**src/rtl/gpio_pkg.sv**
```systemverilog
// Shared definitions for the GPIO switch-input path: default sizes and the
// per-bit debounce state encoding.
package gpio_pkg;

  localparam int GPIO_WIDTH        = 8;
  localparam int DB_CYCLES_DEFAULT = 500000;

  // STABLE: synchronised input agrees with the accepted level.
  // PENDING: it disagrees and the hold counter is running.
  typedef enum logic {
    STABLE  = 1'b0,
    PENDING = 1'b1
  } db_state_t;

  // Counter width able to represent 0..cycles.
  function automatic int db_count_width(input int cycles);
    return (cycles < 1) ? 1 : $clog2(cycles + 1);
  endfunction

endpackage

```
**src/rtl/debounce_bit.sv**
```systemverilog
// One switch bit: two-flop synchroniser, hold counter with a STABLE/PENDING
// FSM, and registered rise/fall pulses aligned with the accepted level change.
module debounce_bit
  import gpio_pkg::*;
#(
  parameter int DB_CYCLES = DB_CYCLES_DEFAULT
) (
  input  logic mclk,
  input  logic reset,
  input  logic sw_i,
  output logic sw_o,
  output logic rise_o,
  output logic fall_o,
  output logic accept
);

  localparam int             CW   = db_count_width(DB_CYCLES);
  localparam logic [CW-1:0]  LAST = CW'(DB_CYCLES - 1);

  logic          s1;
  logic          s2;
  logic [CW-1:0] cnt;
  db_state_t     state;
  logic          sw_next;

  // The state register always mirrors (s2 != sw_o), so acceptance fires on
  // the edge where the new level has been seen for DB_CYCLES pending edges.
  assign accept  = (state == PENDING) && (cnt == LAST);
  assign sw_next = accept ? s2 : sw_o;

  // Two-flop synchroniser for the asynchronous board switch level.
  always_ff @(posedge mclk) begin
    if (reset) begin
      s1 <= 1'b0;
      s2 <= 1'b0;
    end else begin
      s1 <= sw_i;
      s2 <= s1;
    end
  end

  // Debounce FSM: count while pending, accept at the last count, and clear
  // the count as soon as the input falls back to the accepted level.
  always_ff @(posedge mclk) begin
    if (reset) begin
      state  <= STABLE;
      cnt    <= '0;
      sw_o   <= 1'b0;
      rise_o <= 1'b0;
      fall_o <= 1'b0;
    end else begin
      sw_o   <= sw_next;
      rise_o <= accept & s2;
      fall_o <= accept & ~s2;
      state  <= (s1 != sw_next) ? PENDING : STABLE;
      case (state)
        STABLE:  cnt <= '0;
        PENDING: cnt <= accept ? '0 : cnt + CW'(1);
        default: cnt <= '0;
      endcase
    end
  end

endmodule

```
**src/rtl/gpio_in_debounce.sv**
```systemverilog
// Debounced GPIO switch input: WIDTH independent debounce_bit instances plus
// a registered "any bit changed" pulse.
module gpio_in_debounce
  import gpio_pkg::*;
#(
  parameter int WIDTH     = GPIO_WIDTH,
  parameter int DB_CYCLES = DB_CYCLES_DEFAULT
) (
  input  logic             mclk,
  input  logic             reset,
  input  logic [WIDTH-1:0] sw_i,
  output logic [WIDTH-1:0] sw_o,
  output logic [WIDTH-1:0] rise_o,
  output logic [WIDTH-1:0] fall_o,
  output logic             chg_o
);

  logic [WIDTH-1:0] accept;

  for (genvar i = 0; i < WIDTH; i++) begin : g_bit
    debounce_bit #(
      .DB_CYCLES (DB_CYCLES)
    ) u_bit (
      .mclk   (mclk),
      .reset  (reset),
      .sw_i   (sw_i[i]),
      .sw_o   (sw_o[i]),
      .rise_o (rise_o[i]),
      .fall_o (fall_o[i]),
      .accept (accept[i])
    );
  end

  // Register the OR of per-bit acceptances so chg_o lines up with rise/fall.
  always_ff @(posedge mclk) begin
    if (reset) begin
      chg_o <= 1'b0;
    end else begin
      chg_o <= |accept;
    end
  end

endmodule

```
**config.mk**
```make
export PLATFORM = sky130hd
export DESIGN_NAME = gpio_in_debounce
export DESIGN_NICKNAME = d
export VERILOG_FILES = /design/src/rtl/gpio_pkg.sv /design/src/rtl/debounce_bit.sv /design/src/rtl/gpio_in_debounce.sv
export SDC_FILE = /design/constraint.sdc
export NUM_CORES = 1
export LEC_CHECK = 0
export CORE_MARGIN = 2
export CORE_UTILIZATION = 55
export DETAILED_ROUTE_END_ITERATION = 8
export GPL_ROUTABILITY_DRIVEN = 0
export PLACE_DENSITY_LB_ADDON = 0.25
export SYNTH_ARGS = -nofsm -noshare
export SYNTH_HDL_FRONTEND = slang
export SYNTH_SLANG_ARGS = --single-unit
export TNS_END_PERCENT = 50
```
**constraint.sdc**
```tcl
create_clock -name mclk -period 2.2 [get_ports mclk]
set_input_delay 0.44 -clock mclk [delete_from_list [all_inputs] [get_ports mclk]]
set_output_delay 0.44 -clock mclk [all_outputs]
set_load 0.01 [all_outputs]
```
======== Yosys cells after proc, flatten, opt, wreduce, memory -nomap -nowiden ========
Index checks and enable logic that the tools add are counted.
Widths: inputs -> output; s select.
cells by class
  bitwise logic cells ..................... 32
  reductions and logical operators ........ 9
  muxes and demuxes ....................... 32
  add/sub/neg operators ................... 8
  eq/ne operators ......................... 16
operators with widths
  cell                   count
  $pmux 19 s2            8
  $add 19x1->19 const B  8
  $eq 19x19->1 const B   8
  $mux 19                8
  $and 1x1->1            16
  $mux 1                 16
  $not 1->1              16
  $logic_and 1x1->1      8
  $ne 1x1->1             8
  $reduce_or 8->1        1
word-level totals
  output and inout bits ................... 25
  flip-flop bits (word level) ............. 201
  word-level logic and storage cells ...... 154

======== Logic depth before layout (Yosys ltp) ========
Gate-level depths: netlist of run 1.
  depth after elaboration ................. 5
  gate-level depth with buffers ........... 7
  gate-level depth less buffers ........... 6

======== By module ========
Synthesis of run 1 repeated with hierarchy kept, for this count alone.
second synthesis, totals
  cell total of the unflattened synthesis .. 988
  area, all modules ....................... 8906.0 sq um
modules (own cells, without submodules)
  module            instances  sequential area each (sq um)  cells an instance  area an instance (sq um)
  debounce_bit      8          500.5                         123                1108.6
  gpio_in_debounce  1          20.0                          4                  37.5

======== Least setup slack after synthesis of run 1 ========
OpenSTA, ideal clock, no wires.
  path kind ............................... flip-flop to flip-flop
  start ................................... register g_bit[7].u_bit.cnt[14]
  end ..................................... register g_bit[7].u_bit.state
  data required time ...................... 2079 ps
  arrival ................................. 1790 ps
  stages on the path, launching flop included .. 6
  setup slack ............................. 289 ps
  clock period less this slack ............ 1911 ps
  path buffers ............................ 0
  cell sequence ........................... dfxtp_1 or4_1 nor3_2 nand4_2 mux2_4 mux2_4
between the ends
  word-level cells in the longest chain between the ends .. 5
RTL lines
  element                 RTL line            RTL
  from (decl)             debounce_bit.sv:22  logic [CW-1:0] cnt;
  from (signal assigned)  debounce_bit.sv:58  PENDING: cnt <= accept ? '0 : cnt + CW'(1);
  $eq 19x19->1            debounce_bit.sv:28  assign accept = (state == PENDING) && (cnt == LAST);
  $logic_and 1x1->1       debounce_bit.sv:28
  $mux 1                  debounce_bit.sv:29  assign sw_next = accept ? s2 : sw_o;
  $ne 1x1->1              debounce_bit.sv:55  state <= (s1 != sw_next) ? PENDING : STABLE;
  $mux 1                  debounce_bit.sv:55
  to (signal assigned)    debounce_bit.sv:55
  to (decl)               debounce_bit.sv:23  db_state_t state;
No other way between the ends.
A chain may end at the register's enable or synchronous reset.

======== Final worst setup path of run 1 ========
Same ends and word-level chain as after synthesis.

==> results of run 1 <==
-- cells by family after synthesis --
family | count (synthesis) | share of synthesized area
simple gates | 469 | 0.2850
flops | 201 | 0.4943
xor+xnor | 135 | 0.1453
buf+inv | 61 | 0.03935
mux | 16 | 0.02198
fa+ha+maj | 8 | 0.01230
compound gates | 3 | 0.001844
-- through the flow --
| stage | utilization | hold slack, ns | cells | setup slack [ns] |
|---|---|---|---|---|
| floorplan | - | 0.4111 | 893 | 0.2890 |
| global placement | 0.5973 | 0.4274 | 1096 | 0.2285 |
| detailed placement | 0.5973 | 0.4258 | 1096 | 0.2012 |
| CTS | 0.6516 | 0.3883 | 1133 | 0.1902 |
| global route | 0.6516 | 0.4326 | 1133 | 0.09815 |
| finish | 0.6516 | 0.4037 | 1133 | 0.2092 |
-- per-layer routing --
metal  routed length, µm  part of all wire  vias up  track usage
met4                 282             0.020        0      0.06013
li1                    -                 -     3054            -
met3                 452             0.032       29      0.02846
met5                   0                 0        -            0
met2                6481              0.46       83       0.2948
met1                6918              0.49     2704       0.2499
-- report_power, final --
part           internal, mW  switching, mW
clock                  2.59           1.37
combinational        0.0460         0.0509
sequential             3.66         0.0159
-- layout make-up --
type                       instances  area [µm²]
clock buffer                      29       595.6
clock inverter                     8       190.2
fill                            1225        5045
inverter                          22       82.58
multi-input combinational        631        3796
sequential                       201        4024
tap                              184       230.2
timing repair buffer              58       515.5
-- Yosys cell counts --
| cell type | number |
|---|---|
| a21oi_1 | 2 |
| and2_1 | 2 |
| and3_1 | 13 |
| and3b_1 | 1 |
| and4_1 | 13 |
| buf_1 | 1 |
| buf_2 | 1 |
| buf_4 | 24 |
| clkbuf_1 | 13 |
| dfxtp_1 | 201 |
| ha_1 | 8 |
| inv_1 | 22 |
| mux2_2 | 7 |
| mux2_4 | 2 |
| mux2i_1 | 7 |
| nand2_1 | 46 |
| nand2b_1 | 1 |
| nand3_1 | 64 |
| nand3b_1 | 11 |
| nand4_1 | 33 |
| nand4_2 | 1 |
| nor2_1 | 197 |
| nor2b_1 | 18 |
| nor3_1 | 26 |
| nor3_2 | 1 |
| nor3b_1 | 10 |
| nor4_1 | 17 |
| nor4b_1 | 9 |
| nor4bb_1 | 3 |
| o21ai_0 | 1 |
| or3_1 | 2 |
| or4_1 | 1 |
| xnor2_1 | 62 |
| xor2_1 | 73 |
-- worst max path at each step --
stage                                           start                              end  slack [ns]  cells past startpoint
floorplan           g_bit[7].u_bit.cnt[14]$_SDFF_PP0_  g_bit[7].u_bit.state$_SDFF_PP0_        0.29                      5
global placement    g_bit[7].u_bit.cnt[14]$_SDFF_PP0_  g_bit[7].u_bit.state$_SDFF_PP0_        0.23                      5
detailed placement  g_bit[7].u_bit.cnt[14]$_SDFF_PP0_  g_bit[7].u_bit.state$_SDFF_PP0_        0.20                      5
CTS                 g_bit[7].u_bit.cnt[14]$_SDFF_PP0_  g_bit[7].u_bit.state$_SDFF_PP0_        0.19                      5
global route        g_bit[7].u_bit.cnt[14]$_SDFF_PP0_  g_bit[7].u_bit.state$_SDFF_PP0_         0.1                      5
finish              g_bit[7].u_bit.cnt[14]$_SDFF_PP0_  g_bit[7].u_bit.state$_SDFF_PP0_        0.21                      5
-- sequential cells by signal (all words and copies together), names as in the netlist --
| signal | cells |
|---|---|
| g_bit.u_bit.cnt | 152 |
| g_bit.u_bit.fall_o | 8 |
| g_bit.u_bit.rise_o | 8 |
| g_bit.u_bit.s1 | 8 |
| g_bit.u_bit.s2 | 8 |
| g_bit.u_bit.state | 8 |
| g_bit.u_bit.sw_o | 8 |
| chg_o | 1 |
-- critical path: stages (launching register included) --
cell     delay [ns]
dfxtp_1        0.33
or4_1          0.54
nor3_2         0.20
nand4_2        0.17
mux2_4         0.36
mux2_4         0.29
==> summary.md, run 1 <==
| Metric | Value |
|---|---|
| Nets | `roughly 950` |
| Die area | `15790 µm²` |
| Clk buf depth | `3` |
| Later-pin clock latency in the skew report | `~0.49 ns` |
| Antenna Cells | `0` |
| Min Tclk post-route | `1.991 ns` |
| Post-synth cell types | `34` |
| R2R cell count | `5` |
| # rows | `44` |
| Vias in the first global route | `5564` |
| Yosys top cell by area | `dfxtp_1` |
| Leak | `3.145 nW` |
| H-tree depth | `1` |
| Critical Path RT | `2.57 ns` |
| Drt first-iter violations | `225` |
| Wire per inst | `12.48 µm` |
| Post-cts hold buffer count | `0` |
| Postcts setup bufs | `0` |
| Worst slew pin tran | `0.5915 ns` |
| Overall routing resource usage | `0.1817` |
| Most frequent cells in the layout | `dfxtp_1 (201), nor2_1 (197), xor2_1 (73)` |
| Hold crit path type | `input port to flop` |
| Capture point of the worst reg-to-reg path | `g_bit[7].u_bit.state$_SDFF_PP0_` |
| Final cycle utilization of the critical path | `0.9049` |
| Syn Inst Count | `roughly 890` |
| HPWL after DPL | `9.553 mm` |
| Status | `completed` |
| Die H | `125.7 µm` |
| Crit end category | `flop` |
| First-pass DRT Iterations | `4` |
| CTS root buf | `clkbuf_16` |
| Post-cts sizing count | `0` |
| Max Cap Violations | `0` |
| Total number of vias | `5870` |
| Fin. Hold Viols | `0` |
| Startpoint Class | `flop` |
| Number of clock sinks | `201` |
| RSZ-0062 raised after global routing | `false` |
| Worst hold path depth | `2` |
| Setup TNS Final | `0 ns` |
| CTS tree | `done` |
| Largest net degree at the start of global routing | `27` |
| Yosys reg bits | `between 200 and 250` |
| Commonest non-fill, non-tap cell in the layout | `dfxtp_1` |
| Global-route wire length before repair | `24.73 mm` |
| Clock-pin transition on the worst setup and hold timing paths | `0.06 ns` |
| Clock Skew | `0.01275 ns` |
| Core Area | `14480 µm²` |
| Synthesized area | `8140 µm²` |
| Antenna Nets Post-Route | `0` |
| Io pins | `35` |
| Gr ovfl total | `0` |
| Fmax | `502.3 MHz` |
| Layout cell share with drive strength beyond 1 | `0.07271` |
| Antenna violations before repair | `0` |
| Worst hold path startpoint | `reset` |
| I/O Buffers | `34` |
| Cell Pwr Density | `819.7 nW/µm²` |
| Critical R2R Launch | `g_bit[7].u_bit.cnt[14]$_SDFF_PP0_` |
| Top cell type's share of synthesized area | `0.4943` |
| Crit Path Category | `flop to flop` |
| VDD IR max | `~0.57 mV` |
| Post-route DRC | `0` |
| Chip Width | `125.7 µm` |
| # setup viols final | `0` |
| Critical path arrival | `2.37 ns` |
| Max-slew headroom | `0.6026` |
| Syn Nets | `911` |
| Top post-synthesis cells by area | `dfxtp_1 (49%), nor2_1 (9.1%), xor2_1 (7.9%), xnor2_1 (6.7%), nand3_1 (3.9%)` |
| Worst hold endpoint | `g_bit[6].u_bit.sw_o$_SDFF_PP0_` |
| Drt via density | `5.181` |
| Initial Utilization | `0.5622` |
| Total power | `7.733 mW` |
| TritonCTS Buffers | `21` |
| Routed wire length | `14.14 mm` |
| R2R setup slack | `0.21 ns` |
| Max FO, Critical Path | `5` |
| Sequential element share of the synthesized area | `0.4943` |
| Area Overhead vs Synth | `15.89%` |
| Area after DPL | `around 8600 µm²` |
| Avg Cell Area, Syn | `9.116 µm²` |
| Final instance area | `9434 µm²` |
| Yosys Warn Count | `0` |
| Final slew viol count | `0` |
Power figures use the tool's default switching activity.
==> run 2: changes to the inputs <==
TNS_END_PERCENT = default   (was 50)
clock period = 1.9 ns   (was 2.2 ns; I/O delays follow)
==> run 2 against run 1 <==
Utilization up 0.62 points; sequential cell count stayed put; cell area is 0.95% higher; total power increased by 9.7%; wire length is 2.0% higher; fmax up 8.8%; first-iteration DRC count increased by 18%; register-to-register slack lost 0.14 ns; die area unchanged; critical path type unchanged; largest power group is now registers.
==> summary.md, run 2 (same netlist as run 1, synthesis figures left out) <==
| Metric | Value |
|---|---|
| Status | `completed` |
| Worst slew pin tran | `0.5236 ns` |
| Io pins | `35` |
| Clock-pin transition on the worst setup and hold timing paths | `0.06 ns` |
| Chip Width | `around 130 µm` |
| Die area | `15790 µm²` |
| Overall routing resource usage | `0.1826` |
| Most frequent cells in the layout | `dfxtp_1 (200), nor2_1 (197), xor2_1 (73)` |
| HPWL after DPL | `9.624 mm` |
| Fmax | `approximately 550 MHz` |
| CTS root buf | `clkbuf_16` |
| Critical Path RT | `2.28 ns` |
| Antenna Nets Post-Route | `0` |
| Largest register FFs | `152` |
| Drt via density | `5.159` |
| Min Hold Slack | `0.3160 ns` |
| Routed wire length | `~14 mm` |
| Max FO, Critical Path | `2` |
| Vias in the first global route | `roughly 5500` |
| Post-route DRC | `0` |
| Final slew viol count | `0` |
| Hold crit path type | `input port to flop` |
| Largest net degree at the start of global routing | `23` |
| TritonCTS Buffers | `21` |
| Crit Path Category | `flop to flop` |
| Max Cap Violations | `0` |
| Number of clock sinks | `201` |
| H-tree depth | `1` |
| Total number of vias | `just under 6000` |
| Cell Pwr Density | `890.8 nW/µm²` |
| Final cycle utilization of the critical path | `0.9629` |
| Global-route wire length before repair | `24.69 mm` |
| Crit end category | `flop` |
| Min Tclk post-route | `roughly 1.8 ns` |
| First-pass DRT Iterations | `4` |
| Later-pin clock latency in the skew report | `around 0.49 ns` |
| Clk buf depth | `3` |
| Leak | `3.184 nW` |
| Gr ovfl total | `0` |
| Core Area | `14480 µm²` |
| Antenna Cells | `0` |
| Startpoint Class | `flop` |
| Post-cts hold buffer count | `0` |
| I/O Buffers | `34` |
| Critical path arrival | `around 2.2 ns` |
| PnR worst setup slack | `0.07041 ns` |
| Layout cell share with drive strength beyond 1 | `0.08977` |
| Die H | `125.7 µm` |
| Most flops, register | `g_bit.u_bit.cnt` |
| Pre-CTS setup slack | `0.05994 ns` |
| # setup viols final | `0` |
| Antenna violations before repair | `0` |
| Nets | `963` |
| Fin. Hold Viols | `0` |
| # rows | `44` |
| Wire per inst | `between 10 and 15 µm` |
| Initial Utilization | `0.5622` |
| Max-slew headroom | `0.6496` |
| Clock Skew | `0.01582 ns` |
| Area Overhead vs Synth | `17.00%` |
| Drt first-iter violations | `266` |
| Commonest non-fill, non-tap cell in the layout | `dfxtp_1` |
| CTS tree | `done` |
| VDD IR max | `0.7183 mV` |
-- run 2: path summary, 6_finish.rpt --
kind | start | end | slack (ns) | depth (start not counted)
worst max-delay path | g_bit[7].u_bit.cnt[14]$_SDFF_PP0_ | g_bit[7].u_bit.state$_SDFF_PP0_ | 0.07 | 5
worst max register to register | g_bit[7].u_bit.cnt[14]$_SDFF_PP0_ | g_bit[7].u_bit.state$_SDFF_PP0_ | 0.07 | 5
worst min-delay path | reset | g_bit[4].u_bit.sw_o$_SDFF_PP0_ | 0.32 | 2
worst min register to register | g_bit[4].u_bit.s2$_SDFF_PP0_ | g_bit[4].u_bit.fall_o$_SDFF_PP0_ | 0.44 | 1
-- run 2: final cells by class --
class                           instances  area, µm²
Clock buffer                           28      601.8
Clock inverter                          8      95.09
Fill cell                            1214       4955
Inverter                               22      82.58
Multi-Input combinational cell        631       3836
Sequential cell                       201       4025
Tap cell                              184      230.2
Timing Repair Buffer                   68      653.1
-- run 2: critical path, stage by stage, from the launching register on --
cell     delay, ns
dfxtp_1       0.31
or4_4         0.54
nor3_4        0.13
nand4_2       0.11
mux2_4        0.33
mux2_4        0.29
-- run 2: repair_timing --
| action | in CTS | in global routing |
|---|---|---|
| hold endpoints to repair | 0 | 0 |
| setup endpoints to repair | 0 | 17 |
| setup buffers | 0 | 0 |
| gates resized for setup | 0 | 8 |
-- run 2: power breakdown --
part | switching (mW) | leakage (nW) | internal [mW]
Sequential | 0.0177 | 1.62 | 4.24
Clock | 1.61 | 0.341 | 2.49
Combinational | 0.0630 | 1.22 | 0.0606
Total | 1.69 | 3.18 | 6.79
-- run 2: stage by stage --
stage               std cells  area [µm²]    util  setup TNS (ns)  total power [mW]
floorplan                 893        8140       -               0             4.415
global placement         1106        8786  0.6068               0             4.476
detailed placement       1106        8786  0.6068               0             4.478
CTS                      1142        9483  0.6549               0             8.564
global route             1142        9524  0.6578        -0.01275             8.721
finish                   1142        9524  0.6578               0             8.484
-- run 2: routing by layer --
metal  GRT usage  share of wire  up-vias
li1            -              -     3069
met1      0.2489           0.50     2717
met2      0.2960           0.44       79
met3     0.03483          0.035       27
met4     0.05621          0.023        0
met5           0              0        -
